[config.mk]
export PLATFORM = sky130hd
export DESIGN_NAME = cluster_frame_tx
export DESIGN_NICKNAME = d
export VERILOG_FILES = /design/src/rtl/cluster_frame_tx_pkg.sv /design/src/rtl/cluster_frame_tx_select8.sv /design/src/rtl/cluster_frame_tx.sv
export SDC_FILE = /design/constraint.sdc
export NUM_CORES = 1
export LEC_CHECK = 0
export BUFFER_PORTS_ARGS = -buffer_cell sky130_fd_sc_hd__buf_2
export CAP_MARGIN = 25
export CORE_UTILIZATION = 55
export CTS_BUF_LIST = sky130_fd_sc_hd__clkbuf_2
export DETAILED_ROUTE_END_ITERATION = 7
export PLACE_DENSITY = 0.79
export SLEW_MARGIN = 15
export SYNTH_ARGS = -nofsm -noshare
export SYNTH_HDL_FRONTEND = slang
export SYNTH_SLANG_ARGS = --single-unit
export TNS_END_PERCENT = 20
[constraint.sdc]
create_clock -name clock4x -period 10.8 [get_ports clock4x]
set_input_delay 1.62 -clock clock4x [delete_from_list [all_inputs] [get_ports clock4x]]
set_output_delay 1.62 -clock clock4x [all_outputs]
set_load 0.01 [all_outputs]
[src/rtl/cluster_frame_tx_pkg.sv]
// Shared constants and FSM encoding for the cluster transmit path.
package cluster_pkg;

  localparam int NCLUST = 8;      // clusters per frame
  localparam int ADRB   = 11;     // address width
  localparam int CNTB   = 3;      // cluster-size count width
  localparam int MAX_ADR = 1536;  // first invalid address (empty slot marker)
  localparam logic [10:0] NULL_ADR = 11'h7FF;

  // Output word layout: [15] SOF, [14] EOF, [13:11] cnt, [10:0] adr.
  localparam int WORDW   = 16;
  localparam int SOF_BIT = 15;
  localparam int EOF_BIT = 14;
  localparam int CNT_LSB = 11;

  typedef enum logic {
    ST_IDLE = 1'b0,
    ST_SEND = 1'b1
  } state_e;

endpackage

[src/rtl/cluster_frame_tx_select8.sv]
// Combinational lowest-set-bit picker: index of the lowest set mask bit,
// whether any bit is set, and the mask with that bit cleared.
module cluster_select8 #(
  parameter int N  = 8,
  parameter int IW = $clog2(N)
) (
  input  logic [N-1:0]  mask,
  output logic [IW-1:0] idx,
  output logic          any,
  output logic [N-1:0]  rest
);

  // Scan high to low so the last hit, the lowest set bit, wins.
  always_comb begin
    idx = '0;
    for (int i = N - 1; i >= 0; i--) begin
      if (mask[i]) idx = IW'(i);
    end
    any  = |mask;
    rest = mask & (mask - N'(1));
  end

endmodule

[src/rtl/cluster_frame_tx.sv]
// Cluster frame transmitter: 2-entry frame FIFO in front of a serialiser
// that emits one word per valid cluster, flagged with SOF/EOF.
module cluster_frame_tx #(
  parameter int NCLUST  = cluster_pkg::NCLUST,
  parameter int ADRB    = cluster_pkg::ADRB,
  parameter int CNTB    = cluster_pkg::CNTB,
  parameter int MAX_ADR = cluster_pkg::MAX_ADR,
  parameter logic [ADRB-1:0] NULL_ADR = cluster_pkg::NULL_ADR
) (
  input  logic                     clock4x,
  input  logic                     global_reset,
  input  logic                     frame_valid,
  input  logic [NCLUST*ADRB-1:0]   adr_in,
  input  logic [NCLUST*CNTB-1:0]   cnt_in,
  output logic [15:0]              tx_data,
  output logic                     tx_valid,
  output logic [7:0]               ovf_cnt,
  output logic                     busy
);

  import cluster_pkg::*;

  localparam int IDXW = $clog2(NCLUST);

  // Frame FIFO storage and bookkeeping.
  logic [NCLUST*ADRB-1:0] fifo_adr_q  [2];
  logic [NCLUST*CNTB-1:0] fifo_cnt_q  [2];
  logic [NCLUST-1:0]      fifo_mask_q [2];
  logic                   wr_ptr_q, wr_ptr_d, rd_ptr_q, rd_ptr_d;
  logic [1:0]             count_q, count_d;
  logic [7:0]             ovf_q, ovf_d;
  logic                   busy_q, busy_d;

  // Serialiser working registers.
  state_e                 state_q, state_d;
  logic [NCLUST*ADRB-1:0] adr_q, adr_d;
  logic [NCLUST*CNTB-1:0] cnt_q, cnt_d;
  logic [NCLUST-1:0]      mask_q, mask_d;
  logic                   first_q, first_d;
  logic [WORDW-1:0]       tx_data_q, tx_data_d;
  logic                   tx_valid_q, tx_valid_d;

  logic [NCLUST-1:0]      in_mask;
  logic                   push, pop, drop, eof;
  logic [IDXW-1:0]        sel_idx;
  logic                   sel_any;
  logic [NCLUST-1:0]      sel_rest;

  cluster_select8 #(.N(NCLUST), .IW(IDXW)) u_select (
    .mask (mask_q),
    .idx  (sel_idx),
    .any  (sel_any),
    .rest (sel_rest)
  );

  // Valid mask of the incoming frame: a slot is live when its address is in range.
  always_comb begin
    for (int i = 0; i < NCLUST; i++) begin
      in_mask[i] = ({1'b0, adr_in[i*ADRB +: ADRB]} < (ADRB + 1)'(MAX_ADR));
    end
  end

  // Serialiser FSM: pop a frame, then emit one word per set mask bit.
  always_comb begin
    // NOTE: every signal gets a default first so no path through the case leaves a latch.
    state_d    = state_q;
    adr_d      = adr_q;
    cnt_d      = cnt_q;
    mask_d     = mask_q;
    first_d    = first_q;
    tx_data_d  = '0;
    tx_valid_d = 1'b0;
    pop        = 1'b0;
    eof        = 1'b0;

    case (state_q)
      ST_IDLE: begin
        if (count_q != 2'd0) begin
          pop     = 1'b1;
          state_d = ST_SEND;
        end
      end
      ST_SEND: begin
        tx_valid_d         = 1'b1;
        tx_data_d[SOF_BIT] = first_q;
        first_d            = 1'b0;
        if (!sel_any) begin
          // Empty frame still produces one word carrying NULL_ADR.
          tx_data_d[ADRB-1:0] = NULL_ADR;
          eof                 = 1'b1;
        end else begin
          tx_data_d[CNT_LSB +: CNTB] = cnt_q[sel_idx*CNTB +: CNTB];
          tx_data_d[ADRB-1:0]        = adr_q[sel_idx*ADRB +: ADRB];
          mask_d                     = sel_rest;
          eof                        = (sel_rest == '0);
        end
        tx_data_d[EOF_BIT] = eof;
        // Chain straight into the next buffered frame so frames leave gap-free.
        if (eof) begin
          if (count_q != 2'd0) pop = 1'b1;
          else                 state_d = ST_IDLE;
        end
      end
      default: state_d = ST_IDLE;
    endcase

    if (pop) begin
      adr_d   = fifo_adr_q[rd_ptr_q];
      cnt_d   = fifo_cnt_q[rd_ptr_q];
      mask_d  = fifo_mask_q[rd_ptr_q];
      first_d = 1'b1;
    end
  end

  // FIFO pointers, overflow counting and the busy flag.
  always_comb begin
    // A full FIFO still accepts a frame on an edge where one is popped.
    push     = frame_valid && ((count_q != 2'd2) || pop);
    drop     = frame_valid && (count_q == 2'd2) && !pop;
    wr_ptr_d = push ? ~wr_ptr_q : wr_ptr_q;
    rd_ptr_d = pop  ? ~rd_ptr_q : rd_ptr_q;
    count_d  = count_q + {1'b0, push} - {1'b0, pop};
    ovf_d    = ovf_q;
    if (drop && (ovf_q != 8'hFF)) ovf_d = ovf_q + 8'd1;
    busy_d   = (count_d != 2'd0) || (state_d == ST_SEND);
  end

  // FIFO payload storage.
  // NOTE: the payload array is not reset; the pointers and count decide what is valid.
  always_ff @(posedge clock4x) begin
    if (push) begin
      fifo_adr_q[wr_ptr_q]  <= adr_in;
      fifo_cnt_q[wr_ptr_q]  <= cnt_in;
      fifo_mask_q[wr_ptr_q] <= in_mask;
    end
  end

  // Control and output registers, cleared asynchronously.
  // NOTE: non-blocking assignments so every flop samples the pre-edge values.
  always_ff @(posedge clock4x or posedge global_reset) begin
    if (global_reset) begin
      wr_ptr_q   <= 1'b0;
      rd_ptr_q   <= 1'b0;
      count_q    <= 2'd0;
      ovf_q      <= 8'd0;
      busy_q     <= 1'b0;
      state_q    <= ST_IDLE;
      adr_q      <= '0;
      cnt_q      <= '0;
      mask_q     <= '0;
      first_q    <= 1'b0;
      tx_data_q  <= '0;
      tx_valid_q <= 1'b0;
    end else begin
      wr_ptr_q   <= wr_ptr_d;
      rd_ptr_q   <= rd_ptr_d;
      count_q    <= count_d;
      ovf_q      <= ovf_d;
      busy_q     <= busy_d;
      state_q    <= state_d;
      adr_q      <= adr_d;
      cnt_q      <= cnt_d;
      mask_q     <= mask_d;
      first_q    <= first_d;
      tx_data_q  <= tx_data_d;
      tx_valid_q <= tx_valid_d;
    end
  end

  assign tx_data  = tx_data_q;
  assign tx_valid = tx_valid_q;
  assign ovf_cnt  = ovf_q;
  assign busy     = busy_q;

endmodule
### Word-level counts from Yosys, hierarchy flattened

Memory sizes are Yosys's and may differ from the RTL's. A register that Yosys moved wholly into a read port is not among the register bits.
Index checks and enable logic that the tools add are counted.

* input port bits: 115
* flip-flop bits (word level): 40
* logic and storage cells: 76
* RAM bits: 240
* memories: 3
* output and inout port bits: 26

* bitwise logic cells: 4
* reduce and logical (&&, ||, !) cells: 14
* $mul: 2
* add/sub/neg operators: 4
* multiplexer cells: 26
* shift-type cells: 2
* order comparisons: 8
* equality and inequality tests: 3

Memory list
* fifo_adr_q: depth 2, width 88, rd ports 1, clocked after Yosys merged registers in 1, wr ports 1, RTL line cluster_frame_tx.sv:26 `logic [NCLUST*ADRB-1:0] fifo_adr_q [2];`
* fifo_cnt_q: depth 2, width 24, rd ports 1, clocked after Yosys merged registers in 1, wr ports 1, RTL line cluster_frame_tx.sv:27 `logic [NCLUST*CNTB-1:0] fifo_cnt_q [2];`
* fifo_mask_q: depth 2, width 8, rd ports 1, clocked after Yosys merged registers in 0, wr ports 1, RTL line cluster_frame_tx.sv:28 `logic [NCLUST-1:0] fifo_mask_q [2];`

Operators with widths (count)
* < comparator 11 bit (second input constant): 8
* variable part select 88 x 8 -> 11 bit: 1
* 2-to-1 mux 3 bit: 9
* 2-to-1 mux 8 bit: 3
* variable part select 24 x 6 -> 3 bit: 1
* 2-to-1 mux 16 bit: 1
* 2-to-1 mux 11 bit: 1
* 2-to-1 mux 1 bit: 10
* adder 8 x 1 -> 8 bit (second input constant): 1
* AND 8 bit: 1
* logical NOT 8 bit: 1
* != test 8 bit (second input constant): 1
* nonzero test 2 bit: 4
* OR reduction 8 bit: 1
* subtractor 8 x 1 -> 8 bit (second input constant): 1
* multiplier 3 x 4 -> 7 bit (second input constant): 1
* multiplier 3 x 2 -> 5 bit (second input constant): 1
* logical AND 1 bit: 4
* case mux 1 bit (2 select lines): 2
* inverter 1 bit: 3
* adder 2 x 1 -> 2 bit: 1
* == test 2 bit (second input constant): 1
* logical OR 1 bit: 2
* != test 2 bit (second input constant): 1
* other kinds (3): 3

### Logic depth before layout (Yosys ltp)

Gate-level depths: netlist (run 1).

* word-level depth: 13
* depth in mapped cells: 11
* depth with buffers taken out: 8

### Cells and area by module

Synthesis (run 1) repeated with hierarchy kept, for this count alone.

* cell total of the unflattened synthesis: 973
* area, all modules: 15184.6 um2

By module, submodules not included
* cluster_frame_tx: cells an instance 950, times used 1, area an instance 15035.7 um2
* cluster_select8: cells an instance 23, times used 1, area an instance 148.9 um2

### Worst setup path before layout (run 1)

No wires, ideal clock.

* path type: input -> register
* from: in frame_valid
* to: mem fifo_adr_q[0][0] (netlist bit) (enable)
* data arrival time: 6.681 ns
* required time: 10.200 ns
* cell stages on the path: 2
* setup slack: 3.519 ns
* library setup time: 0.600 ns
* cells stage by stage: nand2_1 > nor2_1

* cells in the longest elaborated chain, start to end: 3

RTL lines
* from (decl): RTL line cluster_frame_tx.sv:12 `input logic frame_valid,`
* logical AND 1 bit: RTL line cluster_frame_tx.sv:118 `push = frame_valid && ((count_q != 2'd2) || pop);`
* 2-to-1 mux 1 bit: RTL line cluster_frame_tx.sv:131 `if (push) begin`
* 2-to-1 mux 1 bit (implied by the code): RTL line cluster_frame_tx.sv:132 `fifo_adr_q[wr_ptr_q] <= adr_in;`
* to (decl): RTL line cluster_frame_tx.sv:26

Every way passes these cells.

### Worst setup path in the final report (run 1)

* from: reg mask_q[0]
* to: mem fifo_adr_q[0][15] (netlist bit) (enable)

* cells in the longest elaborated chain, start to end: 11
* elaborated cells on any way between the ends: 12
* those cells by class: add/sub (1); mux (6); bitwise (1); reduce/logical (4)

RTL lines
* from (decl): RTL line cluster_frame_tx.sv:38 `logic [NCLUST-1:0] mask_q, mask_d;`
* from (signal assigned): RTL line cluster_frame_tx.sv:163 `mask_q <= mask_d;`
* subtractor 8 x 1 -> 8 bit: RTL line cluster_frame_tx_select8.sv:20 `rest = mask & (mask - N'(1));`
* AND 8 bit: RTL line cluster_frame_tx_select8.sv:20
* logical NOT 8 bit: RTL line cluster_frame_tx.sv:95 `eof = (sel_rest == '0);`
* 2-to-1 mux 1 bit *: RTL line cluster_frame_tx.sv:87 `if (!sel_any) begin`
* 2-to-1 mux 1 bit *: RTL line cluster_frame_tx.sv:76 `case (state_q)`
* 2-to-1 mux 1 bit *: RTL line cluster_frame_tx.sv:99 `if (eof) begin`
* case mux 1 bit (2 select lines) *: RTL line cluster_frame_tx.sv:76
* logical OR 1 bit *: RTL line cluster_frame_tx.sv:118
* logical AND 1 bit *: RTL line cluster_frame_tx.sv:118
* 2-to-1 mux 1 bit *: RTL line cluster_frame_tx.sv:131
* 2-to-1 mux 1 bit (implied by the code) *: RTL line cluster_frame_tx.sv:132

Every way passes the cells marked *; elsewhere a longest branch is shown, timed or not. The select of a mux whose other input is x is not followed.

==> summary.md, run 1 <==
| Metric | Value |
|---|---|
| CP Capture Point | `fifo_adr_q[0][15]$_DFFE_PP_` |
| Vias | `9288` |
| Die width | `169 um` |
| Fraction of layout cells with a size suffix above 1 | `26.0%` |
| Relative slew slack | `30.5%` |
| Num ports | `141` |
| Drt initial violations | `874` |
| Critical Path Start | `mask_q[0]$_DFFE_PP0P_` |
| Slew Viols, Final | `0` |
| Combinational family with the most area after synthesis | `compound AO/OA/AOI/OAI gates` |
| FF+latch count, synth | `392` |
| Area fraction of the dominant cell type after synthesis | `47.1%` |
| Largest net degree at the start of global routing | `130` |
| Cell depth of the worst flop-to-flop path | `8` |
| TritonCTS clock tree | `yes` |
| XOR/XNOR Fraction of Synth Area | `0.630%` |
| RSZ-0062 raised after global routing | `false` |
| Startpoint Class | `flip-flop` |
| Initial core utilization | `56.4%` |
| Post-synthesis compound-gate area fraction | `9.46%` |
| Yosys Warn Count | `0` |
| Syn Area/Cell | `14.5 um2` |
| Number of synthesized flops with an enable pin | `240` |
| Sequential area share after synthesis | `72.0%` |
| Sink Count | `392` |
| Simple-Gate Fraction of Synth Area | `5.87%` |
| Status | `finished, final reports clean` |
| Post-CTS Setup Bufs | `0` |
| Hold_buf cts | `0` |
| Yosys top cell by area | `edfxtp_1` |
| P&R area growth vs syn | `12.6%` |
| Async set-reset flop share out of synthesis | `38.8%` |
| Fill count | `2053` |
| GRT Total Usage | `22.8%` |
| Resized cells post-CTS | `0` |
| Die ar. | `28500 um2` |
| Setup CP Type | `flip-flop to flip-flop` |
| Worst-Skew Late Latency | `0.91 ns` |
| Worst min path class | `flip-flop to flip-flop` |
| Tcrit/Tclk final | `39.5%` |
| Clk buf depth | `3` |
| Setup violations, final | `0` |
| Critical path arrival | `4.78 ns` |
| Routed Antenna Nets | `0` |
| FF-to-FF Start | `mask_q[0]$_DFFE_PP0P_` |
| Mapped Area | `15300 um2` |
| Post-Synth Adder-Cell Area | `0.294%` |
| Max Fanout on Critical Path | `58` |
| Die Ht | `169 um` |
| Final HPWL DP | `20500 um` |
| Total CTS buffers | `96` |
| Register clock-pin slew on the reported worst setup and hold paths | `0.09 ns` |
| Initial antenna violation count | `2` |
| Crit Reg-Reg Endpoint | `fifo_adr_q[0][15]$_DFFE_PP_` |
| Fmax | `0.234 GHz` |
| Mux contribution to synthesized area | `9.00%` |
| Final setup TNS | `0 ns` |
| Post-Route Skew | `0.0861 ns` |
| Overflow after GRT | `0` |
| Hold Slack | `0.483 ns` |
| Peak VDD IR | `242 uV` |
| Leakage power | `7.18 nW` |
| Reg2reg setup slack | `6.53 ns` |
| MaxCap Viol Count | `0` |
| Vias/cell | `5.46` |
| Net Count, Synth | `1172` |
| Synth top area cells | `edfxtp_1 47%, dfrtp_1 25%, mux2i_1 8.0%, o21ai_0 4.3%, nand2_1 3.3%` |
| Cell variety after synth | `52` |
| Fin crit period | `4.27 ns` |
| Worst-Margin Slew | `1.04 ns` |
| Main synth FF type | `edfxtp_1` |
| Core ar. | `27100 um2` |
| Number of port buffers | `140` |
| Endpoint type of the worst setup path | `flip-flop` |
| Post-Syn Instances | `1055` |
| Critical Path RT | `11.31 ns` |
| Most common cell in the netlist | `edfxtp_1` |
| 1st-pass router iterations | `6` |
| Clk Tree Root Cell | `clkbuf_2` |
| FP Rows | `60` |
| PD cells | `317 nW/um2` |
| DRC violations left | `0` |
| Top post-synthesis cells by count | `240 x edfxtp_1, 152 x dfrtp_1, 134 x nand2_1, 131 x o21ai_0, 123 x mux2i_1` |
| WL final | `31300 um` |
| RePlAce Congestion | `0.947` |
| H-tree Lvls | `3` |
| Final Hold Fails | `0` |
| WL per Instance | `18.4 um` |
| First-pass GRT wire length | `49100 um` |
| Layout Nets | `1364` |
| Vias in the first global route | `9298` |
critical path: stages, from the launching register on:
cell and delay [ns]:
dfrtp_1 0.70, or4_4 0.73, o31ai_1 0.44, a211o_1 0.25, nand2_1 0.13, nor2_4 0.40
buf_4 0.47, buf_4 0.41, buf_16 0.33
sequential cells by signal, indices dropped and copies added, names as in the netlist:
register,flops
adr_q,88
busy,1
cnt_q,24
count_q,2
fifo_adr_q,176
fifo_cnt_q,48
fifo_mask_q,16
first_q,1
mask_q,8
ovf_cnt,8
rd_ptr_q,1
state_q,1
tx_data,16
tx_valid,1
wr_ptr_q,1
report_power, final:
| part | internal (W) | switching (W) | leakage, nW |
|---|---|---|---|
| clock network | 0.000372 | 0.000566 | 0.686 |
| registers | 0.00219 | 0.000333 | 4.09 |
| logic | 0.000752 | 0.00126 | 2.41 |
per-stage QoR:
stage / setup slack [ns] / area (um2) / power (W) / std cells / util (%)
floorplan: 3.52 / 15300 / 0.00401 / 1055 / -
global placement: 6.45 / 16200 / 0.00443 / 1516 / 59.9
detailed placement: 6.33 / 16300 / 0.00452 / 1517 / 60.0
CTS: 6.32 / 17100 / 0.00546 / 1697 / 63.2
global route: 6.27 / 17200 / 0.00583 / 1702 / 63.6
finish: 6.53 / 17200 / 0.00547 / 1702 / 63.6
cells by family (layout without fill, tap and decap cells):
kind of cell	Yosys count	in the layout
flops	392	392
compound gates	230	230
simple gates	201	201
mux	136	136
buf+inv	81	355
xor+xnor	11	11
fa+ha+maj	4	4
other cells	0	1
cells in the final DEF (no fill, tap or decap), types with 3 or more instances in the layout:
master	count
buf_16	4
nand2_1	134
o211a_1	9
o21a_1	3
a31oi_1	9
o311ai_0	9
nor2_1	8
nand2b_1	12
buf_4	11
o21ai_1	3
a21oi_1	8
mux2i_1	123
a211oi_1	4
a221oi_1	5
and3_1	4
clkinv_1	22
nand3_1	17
edfxtp_1	240
nor3_1	3
xnor2_1	10
o21ai_0	131
o211ai_1	26
nand4_1	3
or3_1	3
and2_1	4
o2bb2ai_1	3
inv_1	18
clkinv_2	4
buf_2	140
mux2_2	13
clkbuf_2	153
o22ai_1	4
dfrtp_1	151
routing by layer:
layer | track usage, % | vias to the layer above | share of wire, %
li1 | - | 4379 | -
met1 | 32.9 | 4510 | 45
met3 | 4.54 | 65 | 6.4
met2 | 33.2 | 332 | 45
met4 | 11.4 | 2 | 3.4
met5 | 0 | - | 0.041
layout make-up:
class                   instances  area (um2)  share of cell area (%)
clock inverters                28         114                   0.661
multi-input cells             582        3890                    22.6
clock buffers                 152         761                    4.42
diodes                          1        2.50                  0.0145
repair buffers                156         898                    5.22
well taps                     372         465                    2.70
flip-flops and latches        392       11000                    63.9
inverters                      19        76.3                   0.443
worst min-delay path by stage:
stage                                startpoint               endpoint  slack [ns]  depth (start not counted)
after floorplan            adr_q[0]$_DFFE_PP0N_   adr_q[0]$_DFFE_PP0N_        0.44                          2
after global placement    adr_q[23]$_DFFE_PP0N_  adr_q[23]$_DFFE_PP0N_        0.46                          2
after detailed placement  cnt_q[10]$_DFFE_PP0N_  cnt_q[10]$_DFFE_PP0N_        0.47                          2
after CTS                 cnt_q[10]$_DFFE_PP0N_  cnt_q[10]$_DFFE_PP0N_        0.49                          2
after global routing       cnt_q[9]$_DFFE_PP0N_   cnt_q[9]$_DFFE_PP0N_        0.51                          2
final                     cnt_q[10]$_DFFE_PP0N_  cnt_q[10]$_DFFE_PP0N_        0.48                          2
No activity file was read; power rests on OpenSTA's default activity.
==> run 2, diff against run 1 <==
--- a/config.mk
+++ b/config.mk
@@ -10,7 +10,7 @@
 export CORE_UTILIZATION = 55
 export CTS_BUF_LIST = sky130_fd_sc_hd__clkbuf_2
 export DETAILED_ROUTE_END_ITERATION = 7
-export PLACE_DENSITY = 0.79
+export PLACE_DENSITY = 0.82
 export SLEW_MARGIN = 15
 export SYNTH_ARGS = -nofsm -noshare
 export SYNTH_HDL_FRONTEND = slang
==> constraint.sdc (replaced) <==
create_clock -name clock4x -period 3.8 [get_ports clock4x]
set_input_delay 0.57 -clock clock4x [delete_from_list [all_inputs] [get_ports clock4x]]
set_output_delay 0.57 -clock clock4x [all_outputs]
set_load 0.01 [all_outputs]
==> run 2 against run 1 <==
  * Clock power increased to 3.0 times the previous value
  * Fmax increased by 45%
  * Register-to-register slack got worse by 5.7 ns
  * Via count increased by 5.7%
  * Final area increased by 7.3%
  * Die area unchanged
  * Setup slack got worse by 5.7 ns
  * Global-route usage increased by 1.8 points
  * Critical path type unchanged
  * Critical endpoint is now fifo_cnt_q[0][6]$_DFFE_PP_
  * Largest power group unchanged
==> summary.md, run 2 (synthesis gave the netlist of run 1 again) <==
| Metric | Value |
|---|---|
| Peak VDD IR | `1180 uV (+390%)` |
| Worst path slowest cell | `dfrtp_1` |
| Sequential Power Share | `44.6% (-1.5 points)` |
| Sink Count | `392 (unchanged)` |
| Setup violations, final | `0 (unchanged)` |
| Post-route setup slack | `0.853 ns (-5.68 ns)` |
| Switching share of power | `39.4% (about the same)` |
| Worst-Margin Slew | `1.03 ns (-0.0167 ns)` |
| TritonCTS clock tree | `yes` |
| RSZ-0062 raised after global routing | `false` |
| Post-CTS Setup Bufs | `0 (unchanged)` |
| Most common cell after layout, fill and taps aside | `edfxtp_1` |
| Critical path arrival | `3.49 ns (-1.29 ns)` |
| Final Hold Fails | `0 (unchanged)` |
| First-pass GRT wire length | `53100 um (+8.0%)` |
| Layout Nets | `1478 (+8.4%)` |
| RePlAce Congestion | `0.929 (-2.0%)` |
| Slew Viols, Final | `0 (unchanged)` |
| Leakage power | `7.68 nW (+6.9%)` |
| Switching pwr | `0.00628 W (+190%)` |
| Combinational power share | `37.5% (+0.8 points)` |
| H-tree Lvls | `3 (unchanged)` |
| Final HPWL DP | `20800 um (+1.8%)` |
| Fin crit period | `2.95 ns (-1.32 ns)` |
| Clk Tree Root Cell | `clkbuf_2` |
| MaxCap Viol Count | `0 (unchanged)` |
| Number of port buffers | `140 (unchanged)` |
| Largest net degree at the start of global routing | `120 (-7.7%)` |
| CP peak stage delay | `0.57 ns (-0.16 ns)` |
| Post-Route Skew | `0.0787 ns (-0.00747 ns)` |
| Routed Antenna Nets | `0 (unchanged)` |
| Worst-Skew Late Latency | `0.89 ns (-0.02 ns)` |
| Endpoint type of the worst setup path | `flip-flop` |
| Vias/cell | `5.42 (-0.75%)` |
| Clk network pwr share | `17.9% (+0.7 points)` |
| Vias in the first global route | `9883 (+6.3%)` |
| Max Fanout on Critical Path | `48 (-17%)` |
| Startpoint Class | `flip-flop` |
| Die Ht | `169 um (unchanged)` |
| Top reg by flops | `fifo_adr_q` |
| Die ar. | `28500 um2 (unchanged)` |
| DRC violations left | `0 (unchanged)` |
| Relative slew slack | `30.9% (+0.39 points)` |
| GRT Total Usage | `24.6% (+1.8 points)` |
| P&R area growth vs syn | `20.9%` |
| Largest register FFs | `176 (unchanged)` |
| Int Pwr | `0.00965 W (+190%)` |
| Drt initial violations | `834 (-4.6%)` |
| Initial core utilization | `56.4% (unchanged)` |
| PD cells | `862 nW/um2 (+170%)` |
| Setup CP Type | `flip-flop to flip-flop` |
| Initial antenna violation count | `1 (-1)` |
| Status | `finished, final reports clean` |
| FP Rows | `60 (unchanged)` |
| Core ar. | `27100 um2 (unchanged)` |
| Critical Path RT | `4.34 ns (-6.97 ns)` |
| Worst min path class | `input port to async pin` |
| Fmax | `0.339 GHz (+45%)` |
| Num ports | `141 (unchanged)` |
| Power, Total | `0.0159 W (+190%)` |
| 1st-pass router iterations | `7 (+1)` |
| Pre-CTS setup slack | `0.940 ns (-5.39 ns)` |
| Fraction of layout cells with a size suffix above 1 | `23.5% (-2.4 points)` |
| Most frequent cells in the layout | `240 x edfxtp_1, 151 x dfrtp_1, 140 x clkbuf_2, 140 x buf_2, 134 x nand2_1` |
| Resized cells post-CTS | `0 (unchanged)` |
| Top flop regs | `fifo_adr_q (176), adr_q (88), fifo_cnt_q (48)` |
| Overflow after GRT | `0 (unchanged)` |
| WL final | `34100 um (+8.9%)` |
| Die width | `169 um (unchanged)` |
| Clk buf depth | `3 (unchanged)` |
| Crit-path cells | `maj3_1 -> o21ai_1 -> a211o_1 -> nand2_1 -> nor2_4 -> buf_12` |
| Vias | `9820 (+5.7%)` |
| Tcrit/Tclk final | `77.6% (+38 points)` |
| Total CTS buffers | `93 (-3.1%)` |
| Fill count | `1871 (-8.9%)` |
| Register clock-pin slew on the reported worst setup and hold paths | `0.11 ns (+0.02 ns)` |
| WL per Instance | `18.8 um (+2.2%)` |
| Hold_buf cts | `114 (+114)` |
run 2: power groups by stage:
| stage | combinational (W) | clock, W | sequential [W] |
|---|---|---|---|
| detailed placement | 0.00581 | 0 | 0.00716 |
| global route | 0.00656 | 0.00314 | 0.00724 |
| global placement | 0.00561 | 0 | 0.00709 |
| finish | 0.00598 | 0.00286 | 0.00710 |
| CTS | 0.00591 | 0.00288 | 0.00707 |
| floorplan | 0.00456 | 0 | 0.00680 |
run 2: final cells by class:
class | count | area, um2 | share of cell area (%)
flip-flops and latches | 392 | 11000 | 59.6
multi-input cells | 582 | 3920 | 21.2
repair buffers | 273 | 2100 | 11.3
clock buffers | 140 | 701 | 3.79
well taps | 372 | 465 | 2.52
clock inverters | 34 | 216 | 1.17
inverters | 19 | 76.3 | 0.413
diodes | 1 | 2.50 | 0.0135
run 2: path summary, 6_finish.rpt:
path	startpoint	end	slack [ns]	cells past startpoint
max	mask_q[4]$_DFFE_PP0P_	fifo_cnt_q[0][6]$_DFFE_PP_	0.85	6
min in group clock4x	adr_in[12]	fifo_adr_q[1][12]$_DFFE_PP_	0.38	2
max in group asynchronous	global_reset	adr_q[12]$_DFFE_PP0N_	2.63	4
min	global_reset	ovf_cnt[5]$_DFFE_PP0P_	0.35	3
min reg2reg	fifo_adr_q[1][39]$_DFFE_PP_	adr_q[39]$_DFFE_PP0N_	0.47	2
max reg2reg	mask_q[4]$_DFFE_PP0P_	fifo_cnt_q[0][6]$_DFFE_PP_	0.85	6
run 2: stage by stage:
step                area [um2]  hold slack [ns]  setup TNS (ns)  std cells  util, %
floorplan                15300            0.441         -131.19       1055        -
finish                   18500            0.348               0       1813     68.2
global placement         16400            0.457               0       1524     60.6
global route             18500            0.290               0       1813     68.2
CTS                      18500            0.257               0       1812     68.2
detailed placement       16400            0.467               0       1524     60.6
run 2: layer usage:
layer / wire length (um) / global-route usage [%] / share of wire (%)
met1: 15000 / 34.0 / 44
met2: 15900 / 37.6 / 47
met3: 2170 / 5.33 / 6.4
met4: 1080 / 11.4 / 3.2
met5: 0 / 0 / 0
run 2: worst max-delay path, delay by kind of cell (launching register included):
kind | cells | cell delay, ns
buffers and inverters | 1 | 0.31
and+or+nand+nor | 2 | 0.47
AOI/OAI and AO/OA | 2 | 0.79
DFF | 1 | 0.57
adders and majority gates | 1 | 0.42
